File: config.mk
export PLATFORM = sky130hd
export DESIGN_NAME = cache_controller
export DESIGN_NICKNAME = d
export VERILOG_FILES = /design/src/rtl/cache_controller.sv
export SDC_FILE = /design/constraint.sdc
export NUM_CORES = 1
export LEC_CHECK = 0
export BUFFER_PORTS_ARGS = -buffer_cell sky130_fd_sc_hd__buf_2
export CELL_PAD_IN_SITES_DETAIL_PLACEMENT = 0
export CELL_PAD_IN_SITES_GLOBAL_PLACEMENT = 2
export CORE_ASPECT_RATIO = 0.75
export CORE_MARGIN = 2
export CORE_UTILIZATION = 16
export CTS_CLUSTER_DIAMETER = 80
export DETAILED_ROUTE_END_ITERATION = 12
export PLACE_DENSITY_LB_ADDON = 0.2
export SLEW_MARGIN = 0
export SYNTH_ARGS = -nofsm -noshare
export SYNTH_HDL_FRONTEND = slang
export SYNTH_SLANG_ARGS = --single-unit
File: constraint.sdc
create_clock -name clk -period 2.68 [get_ports clk]
set_clock_uncertainty 0.1 [all_clocks]
set_input_delay 0.134 -clock clk [delete_from_list [all_inputs] [get_ports clk]]
set_output_delay 0.134 -clock clk [all_outputs]
set_load 0.01 [all_outputs]
File: src/rtl/cache_controller.sv
// -----------------------------------------------------------------------------
// cache_controller
//
// Sits between the MEM stage and a 2-way data cache plus an SRAM controller.
// Loads go to the cache first. On a miss, a 64-bit line is fetched from SRAM,
// written into the cache, and the requested word is returned.
// Stores go straight through to SRAM (write-through, no-write-allocate), and
// the matching cache line is invalidated.
// The pipeline is stalled by holding `ready` low.
//
// Ports
//   clk, rst            : clock, synchronous active-high reset
//   address, wdata      : CPU byte address / store data (held until ready)
//   MEM_R_EN, MEM_W_EN  : CPU load / store request (store has priority)
//   rdata, ready        : load data and request-complete handshake
//   cache_*             : cache address, fill data, hit/fill/invalidate strobes,
//                         hit flag and read word from the cache
//   sram_*              : SRAM address, write data, read/write requests,
//                         line data and one-cycle completion pulse
//   hit_count, miss_count : wrapping load hit / miss performance counters
// -----------------------------------------------------------------------------
module cache_controller #(
    parameter logic [31:0] ADDR_BASE = 32'd1024,
    parameter int          CNT_W     = 16
) (
    input  logic             clk,
    input  logic             rst,
    input  logic [31:0]      address,
    input  logic [31:0]      wdata,
    input  logic             MEM_R_EN,
    input  logic             MEM_W_EN,
    output logic [31:0]      rdata,
    output logic             ready,
    output logic [18:0]      cache_addr,
    output logic [63:0]      cache_wdata,
    output logic             cache_r_en,
    output logic             cache_w_en,
    output logic             cache_invalidate,
    input  logic             cache_hit,
    input  logic [31:0]      cache_rdata,
    output logic [31:0]      sram_address,
    output logic [31:0]      sram_wdata,
    output logic             sram_r_en,
    output logic             sram_w_en,
    input  logic [63:0]      sram_rdata,
    input  logic             sram_ready,
    output logic [CNT_W-1:0] hit_count,
    output logic [CNT_W-1:0] miss_count
);

    localparam logic [1:0] ST_IDLE      = 2'd0;
    localparam logic [1:0] ST_READ_MISS = 2'd1;
    localparam logic [1:0] ST_WRITE     = 2'd2;

    logic [1:0]       state_q,      state_d;
    logic [CNT_W-1:0] hit_count_q,  hit_count_d;
    logic [CNT_W-1:0] miss_count_q, miss_count_d;
    logic [31:0]      offset_s;

    // Address translation into cache/SRAM space (wraps modulo 2^32)
    always_comb begin
        offset_s = address - ADDR_BASE;
    end

    assign cache_addr   = offset_s[18:0];
    assign sram_address = offset_s;
    assign sram_wdata   = wdata;
    assign cache_wdata  = sram_rdata;
    assign hit_count    = hit_count_q;
    assign miss_count   = miss_count_q;

    // Next-state, counter update and combinational handshake/strobe decode
    always_comb begin
        state_d          = state_q;
        hit_count_d      = hit_count_q;
        miss_count_d     = miss_count_q;
        rdata            = 32'd0;
        ready            = 1'b0;
        cache_r_en       = 1'b0;
        cache_w_en       = 1'b0;
        cache_invalidate = 1'b0;
        sram_r_en        = 1'b0;
        sram_w_en        = 1'b0;

        case (state_q)
            ST_IDLE: begin
                if (MEM_W_EN) begin
                    // Store wins over a simultaneous load; the load is dropped.
                    // Invalidate unconditionally, whether or not the line is present.
                    cache_invalidate = 1'b1;
                    state_d          = ST_WRITE;
                end else if (MEM_R_EN) begin
                    if (cache_hit) begin
                        cache_r_en  = 1'b1;
                        rdata       = cache_rdata;
                        ready       = 1'b1;
                        hit_count_d = hit_count_q + {{(CNT_W-1){1'b0}}, 1'b1};
                    end else begin
                        miss_count_d = miss_count_q + {{(CNT_W-1){1'b0}}, 1'b1};
                        state_d      = ST_READ_MISS;
                    end
                end else begin
                    // A stray sram_ready here is deliberately ignored.
                    ready = 1'b1;
                end
            end

            ST_READ_MISS: begin
                sram_r_en = 1'b1;
                if (sram_ready) begin
                    cache_w_en = 1'b1;
                    // Word 0 of a line sits in the upper half, matching the cache
                    rdata      = offset_s[2] ? sram_rdata[31:0] : sram_rdata[63:32];
                    ready      = 1'b1;
                    state_d    = ST_IDLE;
                end else begin
                    state_d = ST_READ_MISS;
                end
            end

            ST_WRITE: begin
                sram_w_en = 1'b1;
                if (sram_ready) begin
                    ready   = 1'b1;
                    state_d = ST_IDLE;
                end else begin
                    state_d = ST_WRITE;
                end
            end

            default: begin
                state_d = ST_IDLE;
            end
        endcase
    end

    // State and counter registers; reset aborts any outstanding request
    always_ff @(posedge clk) begin
        if (rst) begin
            state_q      <= ST_IDLE;
            hit_count_q  <= {CNT_W{1'b0}};
            miss_count_q <= {CNT_W{1'b0}};
        end else begin
            state_q      <= state_d;
            hit_count_q  <= hit_count_d;
            miss_count_q <= miss_count_d;
        end
    end

endmodule
==> impl_results.md <==
* Status: finished, final reports clean
* Root Driver: clkbuf_16
* Filler cell count at 2499
* Global-route wire length before repair at 19870 um
* Share of layout cells above drive strength 1 at 0.4821
* Post-synth cell types at 36
* P&R area growth vs syn at 29.56%
* Worst r2r dst: miss_count[13]$_SDFFE_PP0P_
* Routed via count at 3640
* Total die area at 23390 um2
* Gate power share at 0.297
* Avg Inst Size Synth at 7.421 um2
* Worst VDD drop at 0.0001786 V
* Worst EP arrival at 1950 ps
* Worst Hold Depth at 0
* Drt drc at 0
* F_max at 457.6 MHz
* Final setup fails at 0
* FP Rows at 47
* Register area share after synthesis at 0.1919
* First drt pass iteration count at 4
* CP max stage delay at 410 ps
* Die Span Y at 132.9 um
* Setup TNS at 0 ps
* Crit end category: output port
* H-tree depth at 2
* Worst-Margin Slew at 716.0 ps
* Mapped Cells at 478
* Quantity of I/O buffers inserted on ports at 291
* CTS resizes at 0
* Min-delay src: wdata[11]
* WS Path Type: register to output port
* Initial antenna violation count at 0
* Number of vias per cell at 3.893
* YS warnings at 0
* Synthesized area at 3547 um2
* Primary FF master, synth: dfxtp_1
* Total track usage at 0.1088
* Max_cap viols at 0
* Critical Path, Cell by Cell: inv_1 -> ha_1 -> nand2_1 -> buf_4 -> o21ai_0 -> buf_2
* Clock power frac at 0.396
* WP data required at 2450 ps
* Internal at 1.173 mW
* Slowest CP cell: nand2_1
* Largest net degree at the start of global routing at 45
* Async SR Flop Fraction at 0
* Placer Congestion at 0.8763
* Number of synthesized flops with an enable pin at 0
* Critical Path Stages at 6
* CTS max path bufs at 2
* Crit path buf inv count at 3
* Slew Limit Fails at 0
* Final worst-path cycle share at 0.8154
* FF-to-FF path depth at 6
* Total global routing overflow at 0
* TritonCTS clock tree: done
* Hold Crit Class: input port to output port
* Worst rel slew slack at 0.5227
* Element type at the critical path start: register
* Place WS at 533.5 ps
* Inserted Clock Buffers at 5
* Crit-path leading delay family: buffers and inverters
* Core area at 21930 um2
* R2R Setup Slk at 630 ps
* Sequential power share at 0.307
* Worst skew pair latency at 280 ps
* Die width at 175.9 um
* Beginning of the critical path: state_q[1]$_SDFFE_PP0P_
* Final hold violations at 0
* WL per Instance at 15.13 um
* Mapped Nets at 651
* 1st-iter DRT viols at 111
* Final Worst Setup Slack at 494.6 ps
* Antenna Nets Post-Route at 0
* Sw Ratio at 0.3062
* Postcts setup bufs at 0
* Final wirelength at 14150 um
* # clock sinks at 34
* Clock slew at reported path FFs at 60 ps
* Layout Nets at 813
* Power Density at 367.9 nW/um2
* Vias in the first global route at 3388
* Reg-to-reg startpoint: state_q[0]$_SDFFE_PP0P_
* RSZ-0062 raised after global routing: no
* IO Count at 383
* Switch Pwr at 0.5178 mW
* # diodes at 0
* Cts hold-fix bufs at 0
* Final min period at 2185 ps
* Starting Density at 0.1617
* Hold Crit Endpoint: sram_wdata[11]
* Post-DP HPWL at 12000 um
* Count of state elements after synthesis at 34
* Max FO, Critical Path at 17
* Leakage power total at 2.349 nW
cell type report:
type | count | area (um2) | area share
inverter | 11 | 41.29 | 0.008984
timing repair buffer | 298 | 1521 | 0.3311
multi-input combinational | 290 | 1818 | 0.3956
clock inverter | 2 | 37.54 | 0.008168
clock buffer | 6 | 128.9 | 0.02804
sequential | 34 | 680.7 | 0.1481
tap | 294 | 367.9 | 0.08004
logic make-up (layout without fill, tap and decap cells):
| kind of cell | count (synthesis) | count (layout) | synth area share |
|---|---|---|---|
| simple gates | 153 | 153 | 0.2120 |
| mux | 34 | 34 | 0.09630 |
| flops | 34 | 34 | 0.1919 |
| fa+ha+maj | 7 | 7 | 0.02469 |
| buf+inv | 154 | 317 | 0.2959 |
| compound gates | 58 | 58 | 0.08536 |
| xor+xnor | 38 | 38 | 0.09383 |
power by group through the flow:
stage / clock (mW) / sequential [mW] / combinational (mW)
after floorplan: 0 / 0.530 / 0.378
after global placement: 0 / 0.529 / 0.517
after detailed placement: 0 / 0.530 / 0.511
after CTS: 0.691 / 0.519 / 0.513
after global routing: 0.702 / 0.520 / 0.554
final: 0.670 / 0.519 / 0.503
registers in the layout, indices dropped and copies added, names as in the netlist:
register and count:
hit_count 16, miss_count 16, state_q 2
through the flow:
stage	power [mW]	instance area, um2	hold WS, ps	cells	utilization
final	1.691	4596	168.0	935	0.2095
after global routing	1.776	4596	168.0	935	0.2095
after CTS	1.723	4596	168.1	935	0.2095
after detailed placement	1.041	4429	168.1	927	0.2019
after global placement	1.046	4429	168.1	927	0.2019
after floorplan	0.9074	3547	238.7	478	-
synth_stat cells, types with 6 or more instances:
library cell | n | area (um2)
inv_1 | 11 | 41.29
or3_1 | 11 | 68.82
xnor2_1 | 11 | 96.34
a21oi_1 | 15 | 75.07
clkbuf_1 | 13 | 48.80
ha_1 | 7 | 87.58
nor2_1 | 32 | 120.1
o21ai_0 | 39 | 195.2
mux2i_1 | 33 | 330.3
nand4_1 | 12 | 75.07
nor4_1 | 6 | 37.54
xor2_1 | 27 | 236.5
nor3_1 | 8 | 40.04
nand3_1 | 9 | 45.04
dfxtp_1 | 34 | 680.7
buf_4 | 125 | 938.4
nand2_1 | 55 | 206.5
layout by cell type, fill, tap and decap left out, drive strengths merged, types with 2 or more instances in the layout:
cell type	count
and4	4
xor2	27
and3	4
nor3	8
or3	11
dfxtp	34
inv	11
mux2i	33
or4	2
clkbuf	6
nand4	12
nor2	32
buf	298
xnor2	11
o21ai	39
ha	7
nand3	9
nor4	6
and2	3
nand2	55
a21oi	15
worst max path at each step:
stage,slack (ps),end
global route,230,rdata[5]
CTS,420,rdata[5]
detailed placement,530,sram_address[31]
global placement,660,miss_count[13]$_SDFFE_PP0P_
floorplan,660,rdata[14]
finish,490,rdata[11]
routing by layer:
layer  up-vias  GRT usage  wire length, um
li1       1799          -                -
met1      1671     0.1408             6197
met2       155     0.1798             6694
met3        15    0.03075             1055
met4         0    0.02433              204
met5         -          0                0
Power figures use the tool's default switching activity.
